### src/rtl/pmem_arbiter_pkg.sv
// Shared types for the physical-memory arbiter: FSM state, grant encoding
// and default line/address widths.
package pmem_arb_types;

  localparam int DEF_LINE_W = 256;
  localparam int DEF_ADDR_W = 32;

  typedef enum logic [1:0] {
    ST_IDLE    = 2'd0,
    ST_SERVE_I = 2'd1,
    ST_SERVE_D = 2'd2,
    ST_RELEASE = 2'd3
  } state_t;

  typedef enum logic [1:0] {
    GRANT_NONE = 2'd0,
    GRANT_I    = 2'd1,
    GRANT_D    = 2'd2
  } grant_t;

endpackage

### src/rtl/pmem_arbiter.sv
// Arbitrates I-cache and D-cache line requests onto one cacheline adaptor.
// Define ARB_ROUND_ROBIN_EN for round-robin grants; default is fixed D-over-I.
module pmem_arbiter
  import pmem_arb_types::*;
#(
  parameter int LINE_W = DEF_LINE_W,
  parameter int ADDR_W = DEF_ADDR_W
) (
  input  logic              clk,
  input  logic              rst,
  input  logic              i_pmem_read,
  input  logic [ADDR_W-1:0] i_pmem_address,
  output logic [LINE_W-1:0] i_pmem_rdata,
  output logic              i_pmem_resp,
  input  logic              d_pmem_read,
  input  logic              d_pmem_write,
  input  logic [ADDR_W-1:0] d_pmem_address,
  input  logic [LINE_W-1:0] d_pmem_wdata,
  output logic [LINE_W-1:0] d_pmem_rdata,
  output logic              d_pmem_resp,
  output logic              mem_read,
  output logic              mem_write,
  output logic [ADDR_W-1:0] mem_address,
  output logic [LINE_W-1:0] mem_wdata,
  input  logic [LINE_W-1:0] mem_rdata,
  input  logic              mem_resp
);

  state_t            state;
  grant_t            grant;
  logic              cmd_read;
  logic              cmd_write;
  logic [ADDR_W-1:0] addr_q;
  logic [LINE_W-1:0] wdata_q;
  logic              d_req;
  logic              serving;
`ifdef ARB_ROUND_ROBIN_EN
  logic              last_d;
`endif

  assign d_req   = d_pmem_read | d_pmem_write;
  assign serving = (state == ST_SERVE_I) || (state == ST_SERVE_D);

  // Grant is only evaluated in IDLE; requests seen while busy are ignored.
  always_comb begin
    grant = GRANT_NONE;
    if (state == ST_IDLE) begin
`ifdef ARB_ROUND_ROBIN_EN
      if (d_req && i_pmem_read) grant = last_d ? GRANT_I : GRANT_D;
      else if (d_req)           grant = GRANT_D;
      else if (i_pmem_read)     grant = GRANT_I;
`else
      if (d_req)                grant = GRANT_D;
      else if (i_pmem_read)     grant = GRANT_I;
`endif
    end
  end

  always_ff @(posedge clk) begin
    if (rst) begin
      state     <= ST_IDLE;
      cmd_read  <= 1'b0;
      cmd_write <= 1'b0;
      addr_q    <= '0;
      wdata_q   <= '0;
`ifdef ARB_ROUND_ROBIN_EN
      last_d    <= 1'b0;
`endif
    end else begin
      case (state)
        ST_IDLE: begin
          if (grant == GRANT_D) begin
            state     <= ST_SERVE_D;
            cmd_write <= d_pmem_write;
            cmd_read  <= ~d_pmem_write;
            addr_q    <= d_pmem_address;
            wdata_q   <= d_pmem_wdata;
`ifdef ARB_ROUND_ROBIN_EN
            last_d    <= 1'b1;
`endif
          end else if (grant == GRANT_I) begin
            state     <= ST_SERVE_I;
            cmd_write <= 1'b0;
            cmd_read  <= 1'b1;
            addr_q    <= i_pmem_address;
            wdata_q   <= '0;
`ifdef ARB_ROUND_ROBIN_EN
            last_d    <= 1'b0;
`endif
          end
        end
        ST_SERVE_I, ST_SERVE_D: begin
          if (mem_resp) begin
            state     <= ST_RELEASE;
            cmd_read  <= 1'b0;
            cmd_write <= 1'b0;
          end
        end
        // RELEASE swallows a requester still holding read in its resp cycle.
        default: state <= ST_IDLE;
      endcase
    end
  end

  // Outputs are forced low while reset is held, even mid-transaction.
  assign mem_read     = ~rst & cmd_read;
  assign mem_write    = ~rst & cmd_write;
  assign mem_address  = (serving && !rst) ? addr_q  : '0;
  assign mem_wdata    = (serving && !rst) ? wdata_q : '0;
  assign i_pmem_resp  = ~rst & (state == ST_SERVE_I) & mem_resp;
  assign d_pmem_resp  = ~rst & (state == ST_SERVE_D) & mem_resp;
  assign i_pmem_rdata = i_pmem_resp ? mem_rdata : '0;
  assign d_pmem_rdata = d_pmem_resp ? mem_rdata : '0;

endmodule
### config.mk
export PLATFORM = sky130hd
export DESIGN_NAME = pmem_arbiter
export DESIGN_NICKNAME = d
export VERILOG_FILES = /design/src/rtl/pmem_arbiter_pkg.sv /design/src/rtl/pmem_arbiter.sv
export SDC_FILE = /design/constraint.sdc
export NUM_CORES = 1
export LEC_CHECK = 0
export BUFFER_PORTS_ARGS = -buffer_cell sky130_fd_sc_hd__buf_2
export CAP_MARGIN = 20
export CORE_AREA = 8 8 530 532
export CTS_CLUSTER_DIAMETER = 30
export CTS_CLUSTER_SIZE = 14
export DETAILED_ROUTE_END_ITERATION = 10
export DIE_AREA = 0 0 538 540
export GPL_ROUTABILITY_DRIVEN = 0
export PLACE_DENSITY = 0.3
export SYNTH_ARGS = -nofsm -noshare
export SYNTH_HDL_FRONTEND = slang
export SYNTH_SLANG_ARGS = --single-unit
export TNS_END_PERCENT = 100
### constraint.sdc
create_clock -name clk -period 2.72 [get_ports clk]
set_input_delay 0.136 -clock clk [delete_from_list [all_inputs] [get_ports clk]]
set_output_delay 0.136 -clock clk [all_outputs]
set_load 0.005 [all_outputs]
==> results.md, run 1 <==
- Endpoints failing setup: 1
- Total Wirelength: 209 mm
- WS Path Type: flip-flop to output pin
- Simple-gate share of the synthesized area: 45.5%
- Most instantiated library cell after synthesis: and2_1
- Fin crit share: 100%
- Final Hold Viols: 0
- Fin nets: 4517
- Cell family with most CP delay: buffers and inverters
- Post-synth top area cell: dfxtp_1
- DRT Pass-1 Iters: 5
- GRT Total Usage: about an eighth
- Worst setup SP type: flip-flop
- CTS Root Cell: clkbuf_16
- I/O Pins: 1386
- Yosys cell types: 27
- Clock share of power: 42.0%
- Layout Cells excl Fill: 7619
- Site Rows: about 190
- Worst-path clk slew: ~0.050 ns
- Initial Utilization: 6.04%
- Vias per cell: 3.11
- Finished Core Util: 13.5%
- Synthesized area: between 15000 and 20000 um2
- Cells after Synth: 2214
- Mean post-synth cell area: 7.43 um2
- Die Y: 540 um
- Asr flop ratio synth: 0%
- Hold Crit Class: primary input to flip-flop
- IO buf count: 1385
- Switch Pwr: between 10 and 15 mW
- Via Count: 23.7k
- ANT nets after route: 0
- Final worst slack: -0.00566 ns
- Adder-Cell Fraction of Synth Area: less than 1%
- Post-synth top area share: 35.5%
- Maximum root-to-sink buffer count: 3
- Tot Pwr: around 28 mW
- CTS buffer count: ~110
- Post-DP HPWL: approximately 180 mm
- Multiplexer area fraction after synthesis: 2.08%
- Residual DRC: 0
- CP max FO: 9
- Setup TNS: -0.00566 ns
- Fin. max-slew vios: 0
- Seq/Total Area, Yosys: 35.5%
- Cells along the critical path: inv_2 -> ha_1 -> and3b_4 -> buf_12 -> buf_16 -> buf_8 -> buf_6 -> and2_1 -> buf_2
- Part of the power in combinational logic: 36.1%
- GRT overflow: 0
- Placed Cells: between 7k and 8k
- WP buf/inv: 6
- Violations in the final reports: setup timing
- CP endpoint kind: output pin
- Leakage: 16.9 nW
- Layout cells sized above 1: ~44%
- P&R area growth vs syn: 124%
- Post-synthesis register bit count: 292
- Largest net degree at the start of global routing: 134
- Largest family of logic cells by synthesized area: simple AND/OR/NAND/NOR gates
- CTS tree: yes
- CP Data Arrival Time: 2.59 ns
- Synth Warn #: 0
- Skew final: 0.108 ns
- Top post-synthesis cells by count: 800 x and2_1, 292 x dfxtp_1, 258 x a21oi_1
- Core area: 272000 um2
- Wire per inst: 27.5 um
- Pwr/cell area: 771 nW/um2
- Post-Synthesis Net Count: 2802
- Post-Synth XOR/XNOR Area: 0%
- DIE WIDTH: approximately 540 um
- Initial DRC Count: 1296
- Initial antenna violation count: 135
- RSZ-0062 raised after global routing: true
- Clock sink count: 292
- Worst path slowest cell: dfxtp_2
- Most common flop cell mapped by yosys: dfxtp_1
- Sw Share: between 30% and 40%
- Vias in the first global route: ~24k
- First-pass GRT wire length: 254 mm
- Status: finished with violations
- Worst-margin pin slew: 0.910 ns
- Die Area: 291000 um2
- Final min period: 2.73 ns
- Synth Area in Compound Gates: 9.49%
- Htree depth: 3
- Synth area leaders: dfxtp_1 36%, and2_1 30%, a21oi_1 7.8%
- Number of synthesized flops with an enable pin: 0
- Fmax: between 300 and 400 MHz
- Worst Path Required: 2.58 ns
- Max VDD drop: 0.494 mV
- Relative slew slack: 39.3%
- P_int: 17.8 mW
- Sequential share of power: 21.9%
- Maxcap violations: 0
- Clock latency on the worst-skew pair: 0.76 ns
- Worst path max stage delay: approximately 0.35 ns
==> registers in the layout, summed over array words and instances, names as in the netlist <==
| signal | count |
|---|---|
| state | 2 |
| cmd_read | 1 |
| cmd_write | 1 |
| wdata_q | 256 |
| addr_q | 32 |
==> cell families after synthesis <==
| logic type | after synthesis |
|---|---|
| fa+ha+maj | 6 |
| flops | 292 |
| compound gates | 295 |
| buf+inv | 224 |
| mux | 34 |
| simple gates | 1363 |
==> repair_timing <==
action,in CTS,in global routing
cloned,10,17
endpoints found under the hold margin,292,0
resized for setup,143,309
endpoints found under the setup margin,498,409
buffers inserted,9,9
pin swaps,1,24
hold buffers,323,0
==> worst min-delay path, cell delays in order <==
cell	delay (ns)
dlygate4sd3_1	0.53
buf_2	0.12
nand3_1	0.07
a21oi_1	0.06
==> power groups by stage <==
| stage | logic (mW) | registers [mW] | clock network [mW] |
|---|---|---|---|
| CTS | 9.73 | 6.21 | 12.2 |
| finish | 10.2 | 6.22 | 11.9 |
| floorplan | 4.67 | 5.89 | 0 |
| global route | 11.1 | 6.36 | 12.5 |
| global placement | 8.55 | 6.27 | 0 |
| detailed placement | 8.54 | 6.25 | 0 |
==> final cells by class <==
class                   instances  area, um2
multi-input cells            1698       9760
clock buffers                 153       3030
inverters                       4       15.0
clock inverters                44        510
flip-flops and latches        292       5850
repair buffers               1827      13100
fillers                     31598     236000
well taps                    3589       4490
diodes                         12       30.0
==> final timing paths <==
| kind | from | end | slack, ns | depth (start not counted) |
|---|---|---|---|---|
| max | state[0] | d_pmem_rdata[5] | -0.006 | 9 |
| min | d_pmem_wdata[136] | wdata_q[136] | 0.21 | 4 |
| max reg2reg | state[0] | addr_q[12] | 0.10 | 9 |
| min reg2reg | wdata_q[9] | wdata_q[9] | 0.44 | 2 |
==> per-layer routing <==
| layer | wire length [um] | vias up | track usage, % |
|---|---|---|---|
| met4 | 5900 | 10 | 3.01 |
| met1 | 77300 | 11275 | 14.3 |
| li1 | - | 10639 | - |
| met5 | 70 | - | 0 |
| met3 | 26200 | 371 | 6.48 |
| met2 | 100000 | 1428 | 23.0 |
==> layout by cell type, fill, tap and decap left out, types with 3 or more instances in the layout <==
master / instances
clkinv_16: 6
diode_2: 12
mux2i_1: 32
o21ai_0: 3
clkinv_2: 32
nor2_1: 34
clkbuf_16: 119
clkbuf_4: 18
nand2_1: 257
clkbuf_8: 20
bufinv_16: 5
nand3_1: 257
and2_2: 9
clkbuf_1: 27
buf_12: 42
a211oi_1: 33
buf_16: 17
ha_1: 4
buf_2: 1216
buf_4: 84
nor2b_1: 5
and2_4: 90
a21oi_1: 258
buf_6: 86
dfxtp_1: 290
and2_1: 701
dlygate4sd3_1: 323
buf_8: 28
==> through the flow <==
stage / setup slack (ns) / instance area (um2) / hold slack, ns
floorplan: 0.773 / 16500 / 0.301
global placement: 0.241 / 27900 / 0.409
detailed placement: 0.201 / 27900 / 0.413
CTS: -0.123 / 35400 / 0.108
global route: -0.126 / 36800 / 0.168
finish: -0.00566 / 36800 / 0.206
(Power assumes the default switching activity.)
==> run 2: changes to the inputs <==
--- a/config.mk
+++ b/config.mk
@@ -13,6 +13,7 @@
 export DETAILED_ROUTE_END_ITERATION = 10
 export DIE_AREA = 0 0 538 540
 export GPL_ROUTABILITY_DRIVEN = 0
+export HOLD_SLACK_MARGIN = 0.02
 export PLACE_DENSITY = 0.3
 export SYNTH_ARGS = -nofsm -noshare
 export SYNTH_HDL_FRONTEND = slang
==> constraint.sdc (replaced) <==
create_clock -name clk -period 3.1 [get_ports clk]
set_input_delay 0.155 -clock clk [delete_from_list [all_inputs] [get_ports clk]]
set_output_delay 0.155 -clock clk [all_outputs]
set_load 0.005 [all_outputs]
==> results.md, run 2 (same netlist as run 1, synthesis figures left out) <==
- Reg2reg setup slack: 0.17 ns (+0.07 ns)
- Residual DRC: 0 (unchanged)
- Initial DRC Count: 1292 (-0.31%)
- Max reg flops: 256 (unchanged)
- GRT overflow: 0 (unchanged)
- Maxcap violations: 0 (unchanged)
- Worst setup SP type: flip-flop
- Most common cell after layout, fill and taps aside: buf_2
- Post-DP HPWL: 175 mm (-0.64%)
- CP Data Arrival Time: 2.81 ns (+0.22 ns)
- Hold Crit Class: primary input to flip-flop
- Skew final: 0.0274 ns (-0.0807 ns)
- Endpoints failing setup: 0 (-1)
- WS Path Type: flip-flop to output pin
- Final min period: 2.97 ns
- CTS Root Cell: clkbuf_16
- Worst Path Required: 2.94 ns (+0.36 ns)
- Wire per inst: 26.5 um (-3.6%)
- I/O Pins: 1386 (unchanged)
- Max VDD drop: 0.561 mV (+14%)
- Fillers: 31.8k (+0.78%)
- Finished Core Util: 12.6% (-0.88 points)
- Layout cells sized above 1: 41.0% (-3.5 points)
- Worst-margin pin slew: 1.14 ns (+0.230 ns)
- Worst path max stage delay: 0.64 ns (+0.29 ns)
- DRT Pass-1 Iters: 5 (unchanged)
- Relative slew slack: 24.0% (-15 points)
- RSZ-0062 raised after global routing: true
- Most flops, register: wdata_q
- Htree depth: 3 (unchanged)
- First-pass GRT wire length: 250 mm (-1.6%)
- Fin. max-slew vios: 0 (unchanged)
- Core area: 272000 um2 (unchanged)
- Fin crit share: a little over nine tenths
- ANT nets after route: 0 (unchanged)
- Initial antenna violation count: 144 (+6.7%)
- Fmax: 337 MHz
- Status: finished clean
- Via Count: 23.4k (-1.4%)
- P&R area growth vs syn: 109%
- Fin nets: 4461 (-1.2%)
- Worst path slowest cell: and3b_4
- Largest net degree at the start of global routing: 151 (+13%)
- CP max FO: 70 (+61)
- Cells along the critical path: inv_1 -> ha_1 -> and3b_4 -> buf_12 -> and2_2 -> buf_2
- Vias per cell: 3.09 (-0.79%)
- Maximum root-to-sink buffer count: 3 (unchanged)
- Leakage: 16.1 nW (-4.3%)
- Clock latency on the worst-skew pair: 0.69 ns (-0.07 ns)
- Pwr/cell area: 689 nW/um2 (-11%)
- CP endpoint kind: output pin
- Most frequent cells in the layout: 1384 x buf_2, 793 x and2_1, 332 x dlygate4sd3_1
- Final Hold Viols: 0 (unchanged)
- GRT Total Usage: 13.0% (-0.22 points)
- Vias in the first global route: 23.8k (-2.4%)
- CTS buffer count: 102 (-3.8%)
- Site Rows: 192 (unchanged)
- DIE WIDTH: 538 um (unchanged)
- Initial Utilization: 6.04% (unchanged)
- Clock sink count: 292 (unchanged)
- Worst hold slack: 0.229 ns (+0.0235 ns)
- Die Area: 291000 um2 (unchanged)
- Die Y: 540 um (unchanged)
- CTS tree: yes
- Setup TNS: 0 ns (+0.00566 ns)
- IO buf count: 1385 (unchanged)
- Top flop regs: wdata_q: 256 flops, addr_q: 32 flops, state: 2 flops
- Worst-path clk slew: 0.04 ns (about the same)
- Total Wirelength: 201 mm (-4.2%)
- Tot Pwr: 23.7 mW (-16%)
==> run 2: changes by cell type in the layout (fill, tap and decap cells not counted), moves of 17 or more <==
| cell | before | now |
|---|---|---|
| and2_4 | 90 | 6 |
| buf_2 | 1216 | 1384 |
| buf_12 | 42 | 18 |
| and2_1 | 701 | 793 |
| buf_4 | 84 | 35 |
| clkbuf_4 | 18 | 0 |
| buf_8 | 28 | 1 |
| diode_2 | 12 | 29 |
| buf_6 | 86 | 1 |
==> run 2: layer usage <==
metal	up-vias	share of wire [%]	global-route usage (%)
li1	10542	-	-
met1	11051	39	14.8
met2	1442	47	22.4
met3	355	11	5.35
met4	4	3.1	3.22
met5	-	0.013	0
==> run 2: path summary, 6_finish.rpt <==
check	start	to	depth (start not counted)
setup reg to reg	state[0]	addr_q[19]	10
setup / recovery	state[1]	i_pmem_rdata[250]	6
hold reg to reg	wdata_q[104]	wdata_q[104]	2
hold / removal	rst	addr_q[28]	3
==> run 2: area by class of cell <==
cell class	instances	area [um2]	area share (%)
Sequential cell	292	5850	17.0
Antenna cell	29	72.6	0.211
Clock inverter	37	455	1.32
Inverter	4	15.0	0.0437
Tap cell	3589	4490	13.1
Clock buffer	149	2980	8.67
Multi-Input combinational cell	1698	9520	27.7
Timing Repair Buffer	1775	11000	32.0
==> run 2: timing repair <==
| action | in CTS | in global routing |
|---|---|---|
| endpoints found under the hold margin | 292 | 0 |
| setup buffers | 0 | 2 |
| endpoints found under the setup margin | 39 | 110 |
| gates cloned | 1 | 1 |
| resized for setup | 6 | 7 |
| pin swaps | 0 | 1 |
| hold buffers | 332 | 0 |
==> run 2: worst max-delay path, delay by kind of cell, from the launching register on <==
kind | cells | cell delay (ns)
adder cells (fa/ha/maj) | 1 | 0.14
buffers and inverters | 3 | 0.56
flip-flops | 1 | 0.33
AND/OR/NAND/NOR | 2 | 0.91
==> run 2: power breakdown <==
part / leakage, nW / internal (mW) / total, mW / switching, mW
Combinational: 12.0 / 2.82 / 7.61 / 4.79
Clock: 1.71 / 7.21 / 10.3 / 3.05
Sequential: 2.38 / 4.82 / 5.83 / 1.01
Total: 16.1 / 14.9 / 23.7 / 8.86
==> run 2: per-stage QoR <==
stage               cell area, um2  setup WS [ns]  cells
finish                       34400          0.130   7573
global route                 34300        -0.0188   7549
CTS                          34300        -0.0288   7541
detailed placement           27500          0.439   7022
global placement             27500          0.399   7022
floorplan                    16500           1.15   2214
